$ cat src/rtl/fft_pkg.sv
// Shared fixed-point defaults and saturation bounds for the FFT datapath blocks.
package fft_pkg;

  localparam int Q_IN_DEF    = 15;
  localparam int Q_COEFF_DEF = 15;
  localparam int Q_OUT_DEF   = 15;

  // Largest and smallest value representable in a signed w-bit word.
  function automatic longint sat_max(input int w);
    return (longint'(1) << (w - 1)) - longint'(1);
  endfunction

  function automatic longint sat_min(input int w);
    return -(longint'(1) << (w - 1));
  endfunction

endpackage

$ cat src/rtl/sat_trunc.sv
// Clamps a signed W_IN-bit value into a signed W_OUT-bit range and flags when it did.
module sat_trunc
  import fft_pkg::*;
#(
  parameter int W_IN  = 18,
  parameter int W_OUT = 16
) (
  input  logic signed [W_IN-1:0]  x,
  output logic signed [W_OUT-1:0] y,
  output logic                    clamped
);

  localparam longint HI = sat_max(W_OUT);
  localparam longint LO = sat_min(W_OUT);

  logic signed [63:0] xExt;

  always_comb begin
    xExt    = 64'(x);
    y       = x[W_OUT-1:0];
    clamped = 1'b0;
    if (xExt > HI) begin
      y       = W_OUT'(HI);
      clamped = 1'b1;
    end else if (xExt < LO) begin
      y       = W_OUT'(LO);
      clamped = 1'b1;
    end
  end

endmodule

$ cat src/rtl/ifft_butterfly_unit.sv
// Three-stage pipelined inverse DIF butterfly: y0 = (a+b)/2, y1 = (a-b)*conj(W)/2,
// with a single stall enable shared by every stage and a sticky saturation flag.
module ifft_butterfly_unit
  import fft_pkg::*;
#(
  parameter int Q_IN    = Q_IN_DEF,
  parameter int Q_COEFF = Q_COEFF_DEF,
  parameter int Q_OUT   = Q_OUT_DEF
) (
  input  logic                  clk,
  input  logic                  reset,
  input  logic                  valid_in,
  output logic                  ready_in,
  input  logic signed [Q_IN:0]  a_real,
  input  logic signed [Q_IN:0]  a_imag,
  input  logic signed [Q_IN:0]  b_real,
  input  logic signed [Q_IN:0]  b_imag,
  input  logic signed [Q_COEFF:0] W_real,
  input  logic signed [Q_COEFF:0] W_imag,
  output logic                  valid_out,
  input  logic                  ready_out,
  output logic signed [Q_OUT:0] y0_real,
  output logic signed [Q_OUT:0] y0_imag,
  output logic signed [Q_OUT:0] y1_real,
  output logic signed [Q_OUT:0] y1_imag,
  output logic                  ovf,
  input  logic                  ovf_clr
);

  localparam int SW = Q_IN + 2;
  localparam int PW = Q_IN + Q_COEFF + 4;
  localparam int CW = Q_COEFF + 1;
  localparam int OW = Q_OUT + 1;

  logic en;

  logic                 v1_q;
  logic signed [SW-1:0] sumRe1_q, sumIm1_q, difRe1_q, difIm1_q;
  logic signed [SW-1:0] sumRe1_d, sumIm1_d, difRe1_d, difIm1_d;
  logic signed [CW-1:0] wRe1_q, wIm1_q;

  logic                 v2_q;
  logic signed [SW-1:0] sumRe2_q, sumIm2_q;
  logic signed [PW-1:0] pRe2_q, pIm2_q, pRe2_d, pIm2_d;

  logic signed [SW-1:0] y0ReSh, y0ImSh;
  logic signed [PW-1:0] y1ReSh, y1ImSh;
  logic signed [OW-1:0] y0ReSat, y0ImSat, y1ReSat, y1ImSat;
  logic                 clpY0Re, clpY0Im, clpY1Re, clpY1Im, anyClamp;

  logic                 vOut_q, ovf_q;
  logic signed [OW-1:0] y0Re_q, y0Im_q, y1Re_q, y1Im_q;

  // One enable for the whole pipe: it moves whenever the output slot is free or being taken.
  assign en       = !vOut_q || ready_out;
  assign ready_in = en;

  always_comb begin
    sumRe1_d = SW'(a_real) + SW'(b_real);
    sumIm1_d = SW'(a_imag) + SW'(b_imag);
    difRe1_d = SW'(a_real) - SW'(b_real);
    difIm1_d = SW'(a_imag) - SW'(b_imag);
  end

  always_ff @(posedge clk) begin
    if (!reset) begin
      v1_q     <= 1'b0;
      sumRe1_q <= '0;
      sumIm1_q <= '0;
      difRe1_q <= '0;
      difIm1_q <= '0;
      wRe1_q   <= '0;
      wIm1_q   <= '0;
    end else if (en) begin
      v1_q <= valid_in;
      if (valid_in) begin
        sumRe1_q <= sumRe1_d;
        sumIm1_q <= sumIm1_d;
        difRe1_q <= difRe1_d;
        difIm1_q <= difIm1_d;
        wRe1_q   <= W_real;
        wIm1_q   <= W_imag;
      end
    end
  end

  // Multiplying by conj(W) flips the sign of the Wi cross terms.
  always_comb begin
    pRe2_d = PW'(difRe1_q) * PW'(wRe1_q) + PW'(difIm1_q) * PW'(wIm1_q);
    pIm2_d = PW'(difIm1_q) * PW'(wRe1_q) - PW'(difRe1_q) * PW'(wIm1_q);
  end

  always_ff @(posedge clk) begin
    if (!reset) begin
      v2_q     <= 1'b0;
      sumRe2_q <= '0;
      sumIm2_q <= '0;
      pRe2_q   <= '0;
      pIm2_q   <= '0;
    end else if (en) begin
      v2_q <= v1_q;
      if (v1_q) begin
        sumRe2_q <= sumRe1_q;
        sumIm2_q <= sumIm1_q;
        pRe2_q   <= pRe2_d;
        pIm2_q   <= pIm2_d;
      end
    end
  end

  // The extra shift bit on the products folds the /2 of the butterfly into the Q rescale.
  assign y0ReSh = sumRe2_q >>> 1;
  assign y0ImSh = sumIm2_q >>> 1;
  assign y1ReSh = pRe2_q >>> CW;
  assign y1ImSh = pIm2_q >>> CW;

  sat_trunc #(.W_IN(SW), .W_OUT(OW)) u_sat_y0_re (.x(y0ReSh), .y(y0ReSat), .clamped(clpY0Re));
  sat_trunc #(.W_IN(SW), .W_OUT(OW)) u_sat_y0_im (.x(y0ImSh), .y(y0ImSat), .clamped(clpY0Im));
  sat_trunc #(.W_IN(PW), .W_OUT(OW)) u_sat_y1_re (.x(y1ReSh), .y(y1ReSat), .clamped(clpY1Re));
  sat_trunc #(.W_IN(PW), .W_OUT(OW)) u_sat_y1_im (.x(y1ImSh), .y(y1ImSat), .clamped(clpY1Im));

  assign anyClamp = clpY0Re | clpY0Im | clpY1Re | clpY1Im;

  always_ff @(posedge clk) begin
    if (!reset) begin
      vOut_q <= 1'b0;
      y0Re_q <= '0;
      y0Im_q <= '0;
      y1Re_q <= '0;
      y1Im_q <= '0;
    end else if (en) begin
      vOut_q <= v2_q;
      if (v2_q) begin
        y0Re_q <= y0ReSat;
        y0Im_q <= y0ImSat;
        y1Re_q <= y1ReSat;
        y1Im_q <= y1ImSat;
      end
    end
  end

  // A fresh clamp outranks a clear arriving in the same cycle.
  always_ff @(posedge clk) begin
    if (!reset) begin
      ovf_q <= 1'b0;
    end else if (en && v2_q && anyClamp) begin
      ovf_q <= 1'b1;
    end else if (ovf_clr) begin
      ovf_q <= 1'b0;
    end
  end

  assign valid_out = vOut_q;
  assign ovf       = ovf_q;
  assign y0_real   = y0Re_q;
  assign y0_imag   = y0Im_q;
  assign y1_real   = y1Re_q;
  assign y1_imag   = y1Im_q;

endmodule

$ cat config.mk
export PLATFORM = sky130hd
export DESIGN_NAME = ifft_butterfly_unit
export DESIGN_NICKNAME = d
export VERILOG_FILES = /design/src/rtl/fft_pkg.sv /design/src/rtl/sat_trunc.sv /design/src/rtl/ifft_butterfly_unit.sv
export SDC_FILE = /design/constraint.sdc
export NUM_CORES = 2
export LEC_CHECK = 0
export BUFFER_PORTS_ARGS = -buffer_cell sky130_fd_sc_hd__buf_2
export CAP_MARGIN = 25
export CORE_ASPECT_RATIO = 2
export CORE_MARGIN = 5
export CORE_UTILIZATION = 45
export CTS_CLUSTER_SIZE = 8
export DETAILED_ROUTE_END_ITERATION = 10
export GPL_TIMING_DRIVEN = 0
export HOLD_SLACK_MARGIN = 0.15
export SETUP_SLACK_MARGIN = 0.1
export SLEW_MARGIN = 25
export SYNTH_ARGS = -nofsm -noshare
export SYNTH_HDL_FRONTEND = slang
export SYNTH_SLANG_ARGS = --single-unit
export TNS_END_PERCENT = 50
$ cat constraint.sdc
create_clock -name clk -period 10.95 [get_ports clk]
set_clock_uncertainty 0.05 [all_clocks]
set_input_delay 0.5475 -clock clk [delete_from_list [all_inputs] [get_ports clk]]
set_output_delay 0.5475 -clock clk [all_outputs]
set_load 0.1 [all_outputs]
# Word level (Yosys, flattened, before mapping)
# Cells that the tools add are included.
# totals
register_bits	270
in_bits	101
output_inout_bits	67
wordCells	65
# op_classes
addsub	6
mul	4
order_cmp	8
muxes	18
bitwise	3
reduce_logical	8
# ops
operator	count
multiplier 17 x 16 -> 33 bit	4
two-way mux 16 bit	8
> comparator 18 x 16 -> 1 bit, second input constant	2
< comparator 18 x 16 -> 1 bit, second input constant	2
adder 16 x 16 -> 17 bit	2
adder 33 x 33 -> 34 bit	1
subtractor 16 x 16 -> 17 bit	2
subtractor 33 x 33 -> 34 bit	1
> comparator 16 bit, second input constant	2
< comparator 16 bit, second input constant	2
two-way mux 1 bit	10
AND reduction 2 bit	3
bitwise OR 1 bit	3
logical AND 1 bit	2
nonzero test 2 bit	1
zero test 1 bit	1
logical OR 1 bit	1

# Depth between registers and ports, before layout
# logic_depth
depth_word	8
mapped_depth	29
mapped_depth_nobuf	27

# Cells and area by module
# A second synthesis with hierarchy kept.
# unflattened
hier_cells	5943
area_unflattened_um2	53003.3
# modules_own_cells
module	instances	cells_each	area_per_inst_um2	seq_area_each_um2
ifft_butterfly_unit	1	5771	51974.8	4684.5
sat_trunc (u_sat_y0_im ...)	2	51	269.0	0.0
sat_trunc (u_sat_y1_im ...)	2	35	245.2	0.0

# Least setup slack after synthesis
# OpenSTA, ideal clock, no wires.
# synth_path
kind	register to register
startpoint	reg wIm1_q[0]
endpoint	reg pIm2_q[28]
t_arrival_ps	7101
setup_slack_ps	3682
path_stages_with_launch	27
path_buffers	1
cell_sequence	dfxtp_1 > clkbuf_1 > nand2_1 > inv_1 > fa_1 > inv_1 > fa_1 > inv_1 > fa_1 > inv_1 > fa_1 > fa_1 > fa_1 > fa_1 > inv_1 > fa_1 > inv_1 > ha_1 > a21o_1 > a21o_1 > a21oi_1 > o21ai_1 > o21ai_1 > a31oi_1 > a31oi_1 > xnor2_1 > a22o_1
# synth_between
elab_chain_cells	2
# synth_lines
element	line	rtl
from (decl)	ifft_butterfly_unit.sv:40	logic signed [CW-1:0] wRe1_q, wIm1_q;
from (signal assigned)	ifft_butterfly_unit.sv:82	wIm1_q <= W_imag;
multiplier 17 x 16 -> 33 bit	ifft_butterfly_unit.sv:90	pIm2_d = PW'(difIm1_q) * PW'(wRe1_q) - PW'(difRe1_q) * PW'(wIm1_q);
subtractor 33 x 33 -> 34 bit	ifft_butterfly_unit.sv:90	
to (signal assigned)	ifft_butterfly_unit.sv:106	pIm2_q <= pIm2_d;
to (decl)	ifft_butterfly_unit.sv:44	logic signed [PW-1:0] pRe2_q, pIm2_q, pRe2_d, pIm2_d;
# No other way between the ends.
# A chain may end at the register's enable or synchronous reset.

# Worst setup path after layout
# layout_path
startpoint	reg wIm1_q[0]
endpoint	reg pIm2_q[32]
# Same word-level chain as after synthesis.

==> summary.txt <==
Outcome
  • Status: completed

Timing
  • Setup TNS Final: 0 ns
  • Relative slew slack: 0.166
  • Final slew viol count: 0
  • Period utilisation layout: 0.871
  • Final setup vio count: 0
  • Min Tclk post-route: 9.53 ns
  • Max Clk Rate: ~0.10 GHz
  • Slew @ Worst Pin: roughly 1.2 ns
  • Final WS setup: 1.42 ns
  • Fin. Hold Viols: 0
  • RSZ-0062 raised after global routing: false

Critical path
  • Worst EP required: roughly 11 ns
  • CP startpoint kind: register
  • Max Fanout on Critical Path: 12
  • CP arrival: between 10 and 15 ns
  • Critical Path Sink Type: register
  • Crit Path Category: reg2reg

Job
  • MaxCap Viol Count: 0

Detailed routing
  • DR vias/cell: 5.48
  • First DRT Iteration DRCs: 2745
  • TritonRoute pass-1 iters: 6
  • Total vias in the final route: 41200
  • Residual DRC: 0
  • Final wirelength: 232000 um
  • Avg WL per Cell: approximately 31 um
  • Post-DRT Antenna Nets: 0

Synth
  • Synthesized net count: ~7500
  • Compound-cell area share of the yosys netlist: 0.0575
  • Post-synth top area share: 0.474
  • XOR/XNOR Fraction of Synth Area: 0.0186
  • Fraction of the mapped netlist area in simple logic gates: 0.149
  • Post-synth EDFFs: 0
  • Area leader, netlist: fa_1
  • Sequential area share after synthesis: 0.0897
  • Yosys warnings: 0
  • Instance count of the mapped netlist: about 5800
  • Mux contribution to synthesized area: 0.000766
  • Top-count cell post-synth: inv_1
  • Post-synth top flop: dfxtp_1
  • Post-synth cell types: 78
  • Flops & latches, synth: between 200 and 250
  • Asr flop ratio synth: 0
  • Syn avg cell area: 9.08 um^2
  • Top cells by count, synth: inv_1 (1379), fa_1 (1236), nand2_1 (827)
  • Synth top area cells: fa_1 (47%), inv_1 (9.9%), dfxtp_1 (9.0%)
  • Largest family of logic cells by synthesized area: adder cells
  • Mapped Area: 52200 um^2
  • Synth Area in Adders: 0.563

Place
  • Port bufs: roughly 170
  • Gpl congestion: about 1.1
  • Inst Count DP: ~7400
  • HPWL Detailed: around 190000 um
  • Pre-CTS setup slack: roughly 1.4 ns

Finish
  • Nets: 7678
  • Area growth from synthesis to layout: 7.62%
  • Fin cells: ~7500
  • Share of cells above drive strength 1: 0.0531
  • Fillers: 11400

Global routing
  • Grt total ovfl: 0
  • Number of antenna violations at the first check in global routing: 20
  • GRT Total Usage: 0.380
  • Global-route wire length before repair: ~330000 um
  • Vias in the first global route: 46200
  • Pin count of the biggest net entering global routing: 16

CTS
  • CTS sink count: ~230
  • CTS Buffer Depth: 3
  • Num CTS Buffers: 36
  • Root Buffer: clkbuf_16
  • CTS H-tree depth: 2
  • Worst-skew pair later-pin latency: about 0.59 ns
  • Clock-pin slew on the worst setup and hold paths: 0.06 ns
  • Post-CTS setup buffers: 0
  • Post_cts resized: 0
  • Hold-fix buffers, CTS: 4
  • CTS tree: done

Power and ir drop
  • Sequential group share of total power: 0.088
  • PwrDens: 210 nW/um^2
  • Leakage: around 27 nW
  • Maximum vdd ir drop: ~0.65 mV
  • Clock Power Share: 0.091
  • Pwr Total: 11.8 mW
  • Sw Ratio: 0.562
  • Switching pwr: about 6.7 mW
  • Pint: 5.18 mW
  • Comb power frac: 0.821

Floorplan
  • Core area: about 120000 um^2
  • Die Area: 123000 um^2
  • Num rows: around 180
  • Initial core utilization: 0.454
  • Chip height: around 490 um
  • Die width: 251 um
  • I/O Pins: about 170

Worst hold path
  • Hold/Removal Path Class: in2reg
stage by stage:
stage | area, um^2 | util | hold slack, ns
finish | 56200 | 0.488 | 0.160
global route | 56200 | 0.488 | 0.195
CTS | 56100 | 0.487 | 0.152
detailed placement | 55100 | 0.478 | 0.390
global placement | 55000 | 0.477 | 0.387
floorplan | 52200 | - | 0.379
power by group through the flow:
stage          combinational, mW  sequential [mW]  clock, mW
5_1_grt                     10.7             1.04       1.11
3_3_place_gp                9.46             1.04          0
4_1_cts                     9.73             1.03       1.09
3_5_place_dp                9.66             1.04          0
2_1_floorplan               6.47             1.07          0
6_report                    9.72             1.04       1.08
final cells by class:
class	count	area, um^2	share of cell area
clock buffer	38	930	0.0165
tap	1513	1890	0.0337
multi-input combinational	3832	41200	0.733
inverter	1381	5180	0.0922
clock inverter	6	62.6	0.00111
sequential	234	4680	0.0833
timing repair buffer	176	962	0.0171
antenna	19	47.5	0.000846
buffer	308	1240	0.0221
cell usage in the layout (no fill, tap or decap), drive strengths merged, types with 5 or more instances in the layout:
| master | instances |
|---|---|
| a211oi | 41 |
| a31oi | 13 |
| a22o | 16 |
| a21o | 15 |
| nand4 | 13 |
| nand3 | 28 |
| nor3 | 28 |
| nor2 | 138 |
| ha | 372 |
| o211ai | 11 |
| and3 | 5 |
| o21a | 5 |
| a21oi | 235 |
| xnor2 | 94 |
| nand3b | 7 |
| o21bai | 12 |
| or3 | 9 |
| nor2b | 15 |
| nor4 | 7 |
| diode | 19 |
| fa | 1236 |
| nand2 | 827 |
| buf | 185 |
| clkbuf | 333 |
| or2 | 5 |
| xor2 | 17 |
| inv | 1383 |
| o41a | 6 |
| nand2b | 22 |
| dfxtp | 234 |
| and2 | 523 |
| o31ai | 8 |
| o21ai | 73 |
critical path, stage by stage, from the launching register on:
cell and delay [ns]:
dfxtp_1 0.82, clkbuf_2 0.64, nand2_1 0.39, inv_1 0.76, fa_1 0.55, inv_1 0.09
fa_1 0.41, inv_1 0.08, fa_1 0.45, inv_1 0.11, fa_1 0.44, fa_1 0.62
fa_1 0.45, fa_1 0.49, inv_1 0.05, fa_1 0.47, inv_1 0.04, ha_1 0.32
nand3_1 0.08, or2_1 0.25, a211oi_1 0.52, o21ai_1 0.25, a22oi_2 0.33, a41oi_2 0.29
xnor2_1 0.33, a22o_1 0.17
cell families after synthesis:
family,count (synthesis)
muxes,4
buffers and inverters,1689
DFF,234
xor gates and xnor gates,111
and+or+nand+nor,1638
adders and majority gates,1608
AOI/OAI and AO/OA,471
per-layer routing:
metal	vias to the layer above	global-route usage	share of wire
li1	17200	-	-
met3	985	0.0688	0.063
met1	21000	0.348	0.29
met4	2	0.452	0.17
met5	-	0	0.000056
met2	1976	0.645	0.48
final timing paths:
path | from | endpoint | slack (ns) | cells after the start
setup / recovery | wIm1_q[0] | pIm2_q[32] | 1.42 | 25
hold / removal | W_real[1] | wRe1_q[1] | 0.16 | 3
setup reg to reg | wIm1_q[0] | pIm2_q[32] | 1.42 | 25
hold reg to reg | pRe2_q[19] | pRe2_q[19] | 0.40 | 2
flip-flops by register name, indices dropped and copies added (netlist names), 16 cells and up:
| signal | flops |
|---|---|
| sumRe1_q | 16 |
| difIm1_q | 17 |
| y1_real | 16 |
| wIm1_q | 16 |
| difRe1_q | 17 |
| sumRe2_q | 16 |
| sumIm2_q | 16 |
| sumIm1_q | 16 |
| wRe1_q | 16 |
| y0_imag | 16 |
| pIm2_q | 18 |
| y0_real | 16 |
| y1_imag | 16 |
| pRe2_q | 18 |
No activity file was read; power rests on OpenSTA's default activity.
